--- src/rtl/alu_seq_pkg.sv ---
// alu_seq_pkg: opcode and FSM state encodings shared by the sequential ALU
package alu_seq_pkg;

    localparam logic [2:0] OP_ADD3   = 3'd0;
    localparam logic [2:0] OP_ADDSUB = 3'd1;
    localparam logic [2:0] OP_SUB    = 3'd2;
    localparam logic [2:0] OP_AND3   = 3'd3;
    localparam logic [2:0] OP_OR3    = 3'd4;
    localparam logic [2:0] OP_XOR3   = 3'd5;
    localparam logic [2:0] OP_MAX3   = 3'd6;
    localparam logic [2:0] OP_MUL    = 3'd7;

    localparam logic [1:0] ST_IDLE = 2'd0;
    localparam logic [1:0] ST_MUL  = 2'd1;
    localparam logic [1:0] ST_HOLD = 2'd2;

endpackage

--- src/rtl/alu_mul_seq.sv ---
// alu_mul_seq: iterative shift-add multiplier, one multiplier bit per clock over W clocks
module alu_mul_seq
    import alu_seq_pkg::*;
#(
    parameter int W = 4
) (
    input  logic           clk,
    input  logic           rst,
    input  logic           i_start,
    input  logic [W-1:0]   i_a,
    input  logic [W-1:0]   i_b,
    output logic           o_done,
    output logic [2*W-1:0] o_product
);

    localparam int CW = $clog2(W);

    logic           r_busy;
    logic [CW-1:0]  r_cnt;
    logic [2*W-1:0] r_a;
    logic [W-1:0]   r_b;
    logic [2*W-1:0] r_acc;
    logic [2*W-1:0] w_sum;

    // the final accumulate is offered on o_product in the same cycle o_done is high
    always_comb begin
        w_sum     = r_acc + (r_b[0] ? r_a : '0);
        o_product = w_sum;
        o_done    = r_busy && (r_cnt == CW'(W - 1));
    end

    // latch operands on start, then consume one multiplier bit per edge
    always_ff @(posedge clk) begin
        if (rst) begin
            r_busy <= 1'b0;
            r_cnt  <= '0;
            r_a    <= '0;
            r_b    <= '0;
            r_acc  <= '0;
        end else if (i_start) begin
            r_busy <= 1'b1;
            r_cnt  <= '0;
            r_a    <= (2*W)'(i_a);
            r_b    <= i_b;
            r_acc  <= '0;
        end else if (r_busy) begin
            r_acc  <= w_sum;
            r_a    <= r_a << 1;
            r_b    <= r_b >> 1;
            r_cnt  <= r_cnt + 1'b1;
            r_busy <= !o_done;
        end
    end

endmodule

--- src/rtl/alu_seq.sv ---
// alu_seq: three-operand ALU with valid/ready handshakes, 1-cycle ops and W-cycle MUL
module alu_seq
    import alu_seq_pkg::*;
#(
    parameter  int W     = 4,
    localparam int OUT_W = 2 * W
) (
    input  logic             clk,
    input  logic             rst,
    input  logic             i_in_valid,
    output logic             o_in_ready,
    input  logic [2:0]       i_select,
    input  logic [W-1:0]     i_a,
    input  logic [W-1:0]     i_b,
    input  logic [W-1:0]     i_c,
    output logic             o_out_valid,
    input  logic             i_out_ready,
    output logic [OUT_W-1:0] o_out,
    output logic             o_out_zero,
    output logic             o_out_neg,
    output logic [2:0]       o_out_op
);

    logic [1:0]       r_state;
    logic [1:0]       w_next;
    logic [OUT_W-1:0] r_out;
    logic             r_zero;
    logic             r_neg;
    logic [2:0]       r_op;
    logic             w_accept;
    logic             w_start;
    logic             w_mul_done;
    logic [OUT_W-1:0] w_product;
    logic [OUT_W-1:0] w_res;

    // single-cycle ops; operands zero-extended so arithmetic wraps mod 2^OUT_W
    function automatic logic [OUT_W-1:0] alu_f(input logic [2:0] op, input logic [W-1:0] a,
                                               input logic [W-1:0] b, input logic [W-1:0] c);
        logic [OUT_W-1:0] xa, xb, xc, m;
        xa = OUT_W'(a);
        xb = OUT_W'(b);
        xc = OUT_W'(c);
        m  = (xa > xb) ? xa : xb;
        m  = (xc > m) ? xc : m;
        case (op)
            OP_ADD3:   return xa + xb + xc;
            OP_ADDSUB: return xa + xb - xc;
            OP_SUB:    return xa - xb;
            OP_AND3:   return xa & xb & xc;
            OP_OR3:    return xa | xb | xc;
            OP_XOR3:   return xa ^ xb ^ xc;
            OP_MAX3:   return m;
            default:   return '0;
        endcase
    endfunction

    alu_mul_seq #(.W(W)) u_mul (
        .clk       (clk),
        .rst       (rst),
        .i_start   (w_start),
        .i_a       (i_a),
        .i_b       (i_b),
        .o_done    (w_mul_done),
        .o_product (w_product)
    );

    // handshake outputs decoded from the state; HOLD passes sink readiness upstream
    always_comb begin
        o_in_ready  = (r_state == ST_IDLE) || ((r_state == ST_HOLD) && i_out_ready);
        o_out_valid = (r_state == ST_HOLD);
        o_out       = r_out;
        o_out_zero  = r_zero;
        o_out_neg   = r_neg;
        o_out_op    = r_op;
        w_accept    = i_in_valid && o_in_ready;
        w_start     = w_accept && (i_select == OP_MUL);
        w_res       = alu_f(i_select, i_a, i_b, i_c);
    end

    // an accept wins over draining HOLD, giving back-to-back issue
    always_comb begin
        w_next = ST_IDLE;
        case (r_state)
            ST_IDLE: w_next = w_accept ? (w_start ? ST_MUL : ST_HOLD) : ST_IDLE;
            ST_HOLD: w_next = w_accept ? (w_start ? ST_MUL : ST_HOLD) : (i_out_ready ? ST_IDLE : ST_HOLD);
            ST_MUL:  w_next = w_mul_done ? ST_HOLD : ST_MUL;
            default: w_next = ST_IDLE;
        endcase
    end

    // state register
    always_ff @(posedge clk) begin
        if (rst) r_state <= ST_IDLE;
        else     r_state <= w_next;
    end

    // result register loads on a single-cycle accept or on multiplier completion
    always_ff @(posedge clk) begin
        if (rst) begin
            r_out  <= '0;
            r_zero <= 1'b0;
            r_neg  <= 1'b0;
            r_op   <= '0;
        end else if (w_accept && !w_start) begin
            r_out  <= w_res;
            r_zero <= (w_res == '0);
            r_neg  <= ((i_select == OP_ADDSUB) || (i_select == OP_SUB)) && w_res[OUT_W-1];
            r_op   <= i_select;
        end else if ((r_state == ST_MUL) && w_mul_done) begin
            r_out  <= w_product;
            r_zero <= (w_product == '0);
            r_neg  <= 1'b0;
            r_op   <= OP_MUL;
        end
    end

endmodule

--- config.mk ---
export PLATFORM = sky130hd
export DESIGN_NAME = alu_seq
export DESIGN_NICKNAME = d
export VERILOG_FILES = /design/src/rtl/alu_seq_pkg.sv /design/src/rtl/alu_mul_seq.sv /design/src/rtl/alu_seq.sv
export SDC_FILE = /design/constraint.sdc
export NUM_CORES = 1
export LEC_CHECK = 0
export BUFFER_PORTS_ARGS = -buffer_cell sky130_fd_sc_hd__buf_2
export CAP_MARGIN = 5
export CELL_PAD_IN_SITES_DETAIL_PLACEMENT = 1
export CELL_PAD_IN_SITES_GLOBAL_PLACEMENT = 2
export CORE_MARGIN = 3
export CORE_UTILIZATION = 38
export CTS_BUF_LIST = sky130_fd_sc_hd__clkbuf_16
export DETAILED_ROUTE_END_ITERATION = 8
export HOLD_SLACK_MARGIN = 0.1
export PLACE_DENSITY_LB_ADDON = 0.25
export SYNTH_ARGS = -nofsm -noshare
export SYNTH_HDL_FRONTEND = slang
export SYNTH_SLANG_ARGS = --single-unit
--- constraint.sdc ---
create_clock -name clk -period 5.72 [get_ports clk]
set_clock_uncertainty 0.05 [all_clocks]
set_input_delay 0.572 -clock clk [delete_from_list [all_inputs] [get_ports clk]]
set_output_delay 0.572 -clock clk [all_outputs]
set_load 0.01 [all_outputs]
== After elaboration in Yosys (flattened, before gate mapping) ==
Cells that the tools add are included.

* Register bits: 38
* Input port bits: 19
* Output and inout port bits: 15

* Add/subtract/negate cells: 6
* Order comparisons: 2
* Equal/unequal tests: 10
* Muxes and demuxes: 24
* Bitwise gates (word level): 6
* Reduce and logical (&&, ||, !) cells: 18

{| class="wikitable"
|+ Operators with widths
! kind !! number
|-
| $pmux 8 s7 || 1
|-
| $mux 4 || 6
|-
| $mux 8 || 3
|-
| $logic_not 8->1 || 2
|-
| $eq 3x3->1 const B || 4
|-
| $mux 2 || 5
|-
| $add 8x4->8 || 1
|-
| $add 8x8->8 || 1
|-
| $and 4x4->4 || 2
|-
| $gt 4x4->1 || 2
|-
| $or 4x4->4 || 2
|-
| $xor 4x4->4 || 2
|-
| $logic_and 1x1->1 || 7
|-
| $eq 3x2->1 const B || 2
|-
| $mux 1 || 6
|-
| $mux 3 || 2
|-
| $pmux 2 s3 || 1
|-
| $sub 5x4->6 || 1
|-
| $add 4x4->5 || 1
|-
| $sub 4x4->5 || 1
|-
| $eq 2x2->1 const B || 2
|-
| $reduce_bool 2->1 || 2
|-
| $eq 3x1->1 const B || 1
|-
| $logic_not 3->1 || 1
|-
| other kinds (6) || 8
|}

== Longest topological paths before layout ==
* Word-level depth: 8
* Depth in mapped cells: 16

== Hierarchy ==
A second synthesis with hierarchy kept.

* Cells, all modules: 384
* Area, all modules: 3,220.6 um2

{| class="wikitable"
|+ By module, submodules not included
! module !! times used !! cells each !! area an instance (um2) !! sequential area each (um2)
|-
| alu_seq || 1 || 230 || 1,891.8 || 300.3
|-
| alu_mul_seq || 1 || 154 || 1,328.8 || 460.4
|}

== Least setup slack after synthesis ==
No wires, ideal clock.

* Kind: input-to-reg
* Start point: input port i_a[1]
* End point: register r_zero, in the netlist o_out_zero
* Setup time: 0.059 ns
* Arrival: 3.330 ns
* Required time: 5.611 ns
* Slack: 2.282 ns
* Stages on the path: 12
* Cells stage by stage: inv_1 > ha_1 > or4_4 > o311ai_4 > mux2i_1 > ha_1 > and2_1 > o21ai_1 > a32oi_1 > a311o_1 > nor4_1 > a31o_1

* Longest elaborated chain between the ends: 7
* Elaborated cells between the ends (all ways): 17

{| class="wikitable"
|+ RTL lines
! item !! RTL line !! source
|-
| start, declared || alu_seq.sv:13 || <nowiki>input logic [W-1:0] i_a,</nowiki>
|-
| $gt 4x4->1 || alu_seq.sv:43 || <nowiki>m = (xa > xb) ? xa : xb;</nowiki>
|-
| $mux 4 || alu_seq.sv:43 ||
|-
| $gt 4x4->1 || alu_seq.sv:44 || <nowiki>m = (xc > m) ? xc : m;</nowiki>
|-
| $mux 4 || alu_seq.sv:44 ||
|-
| $pmux 8 s7 * || alu_seq.sv:45 || <nowiki>case (op)</nowiki>
|-
| $logic_not 8->1 * || alu_seq.sv:106 || <nowiki>r_zero <= (w_res == '0);</nowiki>
|-
| $mux 1 * || alu_seq.sv:104 || <nowiki>end else if (w_accept && !w_start) begin</nowiki>
|-
| end signal, assigned || alu_seq.sv:106 ||
|-
| end signal, assigned || alu_seq.sv:111 || <nowiki>r_zero <= (w_product == '0);</nowiki>
|-
| end, declared || alu_seq.sv:27 || <nowiki>logic r_zero;</nowiki>
|}

Mark *: on every way between the ends. The rest lies on a longest branch, timed or not.
A chain may end at the register's enable or synchronous reset.

== Final worst setup path ==
Ends and elaborated chain as after synthesis.

==> results.txt <==
----------------------------------------------------
[Run status]
  Run status ... complete, no violations

[STA]
  Worst max-slew margin expressed relative to the limit ... 0.531
  Endpoints failing setup ... 0
  Maximum clock rate ... 0.267 GHz
  Unrepaired setup endpoints after global routing ... false
  Final worst path period need ... 3.75 ns
  Tightest Pin Transition ... 0.702 ns
  Final hold viol count ... 0
  Setup TNS Final ... 0 ns
  Period utilization ... 0.656
  Worst hold-check slack ... 0.411 ns
  Number of pins with negative max-slew slack in the final report ... 0

[Cells and area]
  Commonest non-fill, non-tap cell in the layout ... sky130_fd_sc_hd__nor2_1
  Antenna diode instance count ... 0
  Highest-count cells in the layout ignoring fill and taps ... sky130_fd_sc_hd__nor2_1, sky130_fd_sc_hd__dfxtp_1, sky130_fd_sc_hd__buf_2, sky130_fd_sc_hd__ha_1
  Net count, final ... 470
  Number of inserted filler cells in the final layout ... 997
  Final core utilization ... 0.452
  Area of the multi-input gates ... 0.00218 mm2
  Synth-to-Final Area Change ... 13.8%
  Sequential cell area ... 761 um2
  Fraction of final layout cells with drive strength greater than 1 ... 0.120

[Setup path]
  Most numerous cell on the critical path ... sky130_fd_sc_hd__ha_1
  Library cell contributing the largest single delay on the critical path ... sky130_fd_sc_hd__or4_4
  Cell count along the critical path ... 14
  Required arrival time at the worst endpoint ... 5.84 ns
  Max incr delay on CP ... 0.56 ns
  Type of the worst setup path ... input pin to flip-flop
  Worst setup SP type ... input pin
  Total buffers and inverters traversed by the critical path ... 2
  Endpoint kind of the worst setup timing path ... flip-flop
  Maximum fanout along the worst path ... 7
  Worst reg2reg setup slack ... 2.90 ns
  Reg2reg path depth ... 10
  Chain of cells forming the critical path ... buf_2, inv_1, ha_1, or4_4, o311ai_4, mux2i_1, ha_1, and2_1, o21ai_1, a32o_1, nand2_1, a311oi_1, nor4_1, a31o_1
  Data arrival time of the critical path ... 3.88 ns
  Family of cells with the greatest summed delay on the critical path ... compound AO/OA/AOI/OAI gates

[Floorplan]
  Number of placed I/O pins ... 34
  Core region area ... 0.00785 mm2
  Full die area ... 0.00932 mm2
  Initial standard-cell utilization of the core ... 0.397
  Die Span X ... 96.6 um
  Total number of placement rows ... 32
  Die height ... 96.6 um

[Global routing]
  Met3 layer usage reported by global route ... 0.0287
  Layer carrying the most global-route usage ... met2
  GR Layer Usage met1 ... 0.239
  Maximum number of pins on one net before global-route repair ... 28
  Met2 track demand over resource in global routing ... 0.355
  Number of antenna violations at the first check in global routing ... 0
  Tot GR Track Use ... 0.197
  Via count of the first global-routing pass ... 2856
  First-pass GRT wire length ... 14300 um
  Residual overflow from global routing ... 0

[Power and ir drop]
  Reported leakage power ... 1.56 nW
  Final Total Pwr ... 0.862 mW
  Ratio of total power to cell area ... 243 mW/mm2
  Maximum vdd drop ... 0.155 mV

[Clocking]
  TritonCTS clock tree ... built
  CTS Root Cell ... sky130_fd_sc_hd__clkbuf_16
  H-tree depth ... 2
  Number of hold buffers added after CTS ... 0
  Number of buffers created by CTS ... 5
  Post-cts gate resize count ... 0
  Number of buffers inserted by post-CTS setup repair ... 0
  Clock network latency to the later pin of the worst-skew pair ... 0.28 ns
  Number of buffers on the longest clock path ... 2
  Total number of clock tree sinks ... 38
  Clock slew seen by the registers of the worst setup and hold paths ... 0.06 ns

[Worst hold path]
  Worst min-delay path class ... flip-flop to flip-flop
  Count of cells along the worst hold path ... 2

[Logic synthesis]
  #FFs+latches synth ... 38
  Mapped Nets ... 444
  Post-Syn Instances ... 388
  Register area share after synthesis ... 0.244
  Synthesized cell area ... 0.00312 mm2
  Number of enable flip-flop cells after synthesis ... 0
  Synth async-reset ratio ... 0
  Leading register cell type out of synthesis ... sky130_fd_sc_hd__dfxtp_1
  Synth warn ... 0
  Library cells used by synthesis ... 56
  Post-synthesis area per instance ... 8.03 um2

[Route]
  Number of vias in the routed layout ... 2844
  Sum of routed wire length over all layers ... 8830 um
  Routed wire per std cell ... 17.1 um
  Number of detailed-routing iterations run before antenna repair ... 4
  Post-route DRC ... 0
  Final antenna-violating net count ... 0
  Post-DR vias/cell ... 5.50
  DRC marker count from the first detailed-route iteration ... 64

[Placed design]
  Placer congestion estimate ... 0.853
  Count of port buffers added during placement ... 33
  Placed wire-length estimate ... 6980 um

[Flow run]
  Max Cap Violations ... 0

----------------------------------------------------
-- metrics by stage --
stage	std cells	cell area [um2]	setup slack, ns
6_report	517	3550	1.97
4_1_cts	517	3550	2.01
3_3_place_gp	509	3360	1.84
2_1_floorplan	388	3120	2.28
3_5_place_dp	509	3360	1.73
5_1_grt	517	3550	1.78
-- worst register-to-register path, cell delays in order (launching register included) --
cell and delay, ns:
sky130_fd_sc_hd__dfxtp_1 0.50, sky130_fd_sc_hd__and2_1 0.18, sky130_fd_sc_hd__ha_1 0.17, sky130_fd_sc_hd__inv_1 0.07, sky130_fd_sc_hd__fa_1 0.41, sky130_fd_sc_hd__xnor2_1 0.19, sky130_fd_sc_hd__or4b_1 0.52, sky130_fd_sc_hd__nor3_1 0.17
sky130_fd_sc_hd__a41oi_1 0.15, sky130_fd_sc_hd__nor3_1 0.23, sky130_fd_sc_hd__a31o_1 0.12
-- worst paths after layout --
kind | start | to
max | i_a[1] | o_out_zero
min | o_out_neg | o_out_neg
max reg2reg | u_mul.r_b[0] | o_out_zero
min reg2reg | o_out_neg | o_out_neg
-- Yosys cell counts, types with 2 or more instances --
cell | instances | area share
sky130_fd_sc_hd__nor3b_1 | 4 | 0.0096
sky130_fd_sc_hd__a221oi_1 | 3 | 0.0084
sky130_fd_sc_hd__and2_1 | 8 | 0.016
sky130_fd_sc_hd__a21oi_1 | 26 | 0.042
sky130_fd_sc_hd__o21ai_0 | 9 | 0.014
sky130_fd_sc_hd__clkbuf_1 | 10 | 0.012
sky130_fd_sc_hd__a31oi_1 | 3 | 0.0060
sky130_fd_sc_hd__or2_1 | 4 | 0.0080
sky130_fd_sc_hd__fa_1 | 5 | 0.032
sky130_fd_sc_hd__a211o_1 | 2 | 0.0056
sky130_fd_sc_hd__xnor2_1 | 7 | 0.020
sky130_fd_sc_hd__ha_1 | 32 | 0.13
sky130_fd_sc_hd__nor2b_1 | 10 | 0.020
sky130_fd_sc_hd__a211oi_1 | 10 | 0.024
sky130_fd_sc_hd__and3_1 | 2 | 0.0040
sky130_fd_sc_hd__nand4_1 | 3 | 0.0060
sky130_fd_sc_hd__nand3b_1 | 3 | 0.0072
sky130_fd_sc_hd__nand2_1 | 25 | 0.030
sky130_fd_sc_hd__nand2b_1 | 7 | 0.014
sky130_fd_sc_hd__a21o_1 | 4 | 0.0096
sky130_fd_sc_hd__a32oi_1 | 2 | 0.0056
sky130_fd_sc_hd__nor3_1 | 9 | 0.014
sky130_fd_sc_hd__a22oi_1 | 6 | 0.014
sky130_fd_sc_hd__inv_1 | 26 | 0.031
sky130_fd_sc_hd__buf_2 | 6 | 0.0096
sky130_fd_sc_hd__mux2i_1 | 25 | 0.080
sky130_fd_sc_hd__a32o_1 | 2 | 0.0064
sky130_fd_sc_hd__dfxtp_1 | 38 | 0.24
sky130_fd_sc_hd__nand3_1 | 5 | 0.0080
sky130_fd_sc_hd__o21bai_1 | 2 | 0.0048
sky130_fd_sc_hd__xor2_1 | 5 | 0.014
sky130_fd_sc_hd__o21ai_1 | 8 | 0.013
sky130_fd_sc_hd__nor2_1 | 53 | 0.064
sky130_fd_sc_hd__o21a_1 | 2 | 0.0048
-- sequential cells by signal, indices dropped and copies added (netlist names) --
name / count
r_state: 2
o_out: 8
u_mul.r_cnt: 2
u_mul.r_a: 8
o_out_neg: 1
u_mul.r_acc: 8
o_out_zero: 1
u_mul.r_b: 4
o_out_op: 3
u_mul.r_busy: 1
-- metal layers --
metal / share of wire / vias up / wire length, um
li1: - / 1407 / -
met1: 0.44 / 1388 / 3900
met2: 0.51 / 36 / 4520
met3: 0.022 / 13 / 190
met4: 0.025 / 0 / 219
met5: 0 / - / 0
-- cells by family after synthesis --
kind of cell               after synthesis  share of synthesized area
DFF                                     38                      0.244
adders and majority gates               37                      0.161
muxes                                   26                     0.0839
xor gates and xnor gates                12                     0.0337
buffers and inverters                   44                     0.0578
AOI/OAI and AO/OA                       92                      0.202
and+or+nand+nor                        139                      0.218
-- power breakdown --
group	leakage [nW]	switching (mW)	internal (mW)
clock network	0.0915	0.109	0.248
logic	1.16	0.131	0.0893
registers	0.309	0.00795	0.276
total	1.56	0.248	0.614
-- area by class of cell --
cell class / count / share of cell area
Inverter: 27 / 0.0286
Tap cell: 102 / 0.0360
Multi-Input combinational cell: 306 / 0.615
Timing Repair Buffer: 36 / 0.0529
Clock inverter: 3 / 0.0180
Sequential cell: 38 / 0.214
Clock buffer: 5 / 0.0353
No activity file was read; power rests on OpenSTA's default activity.
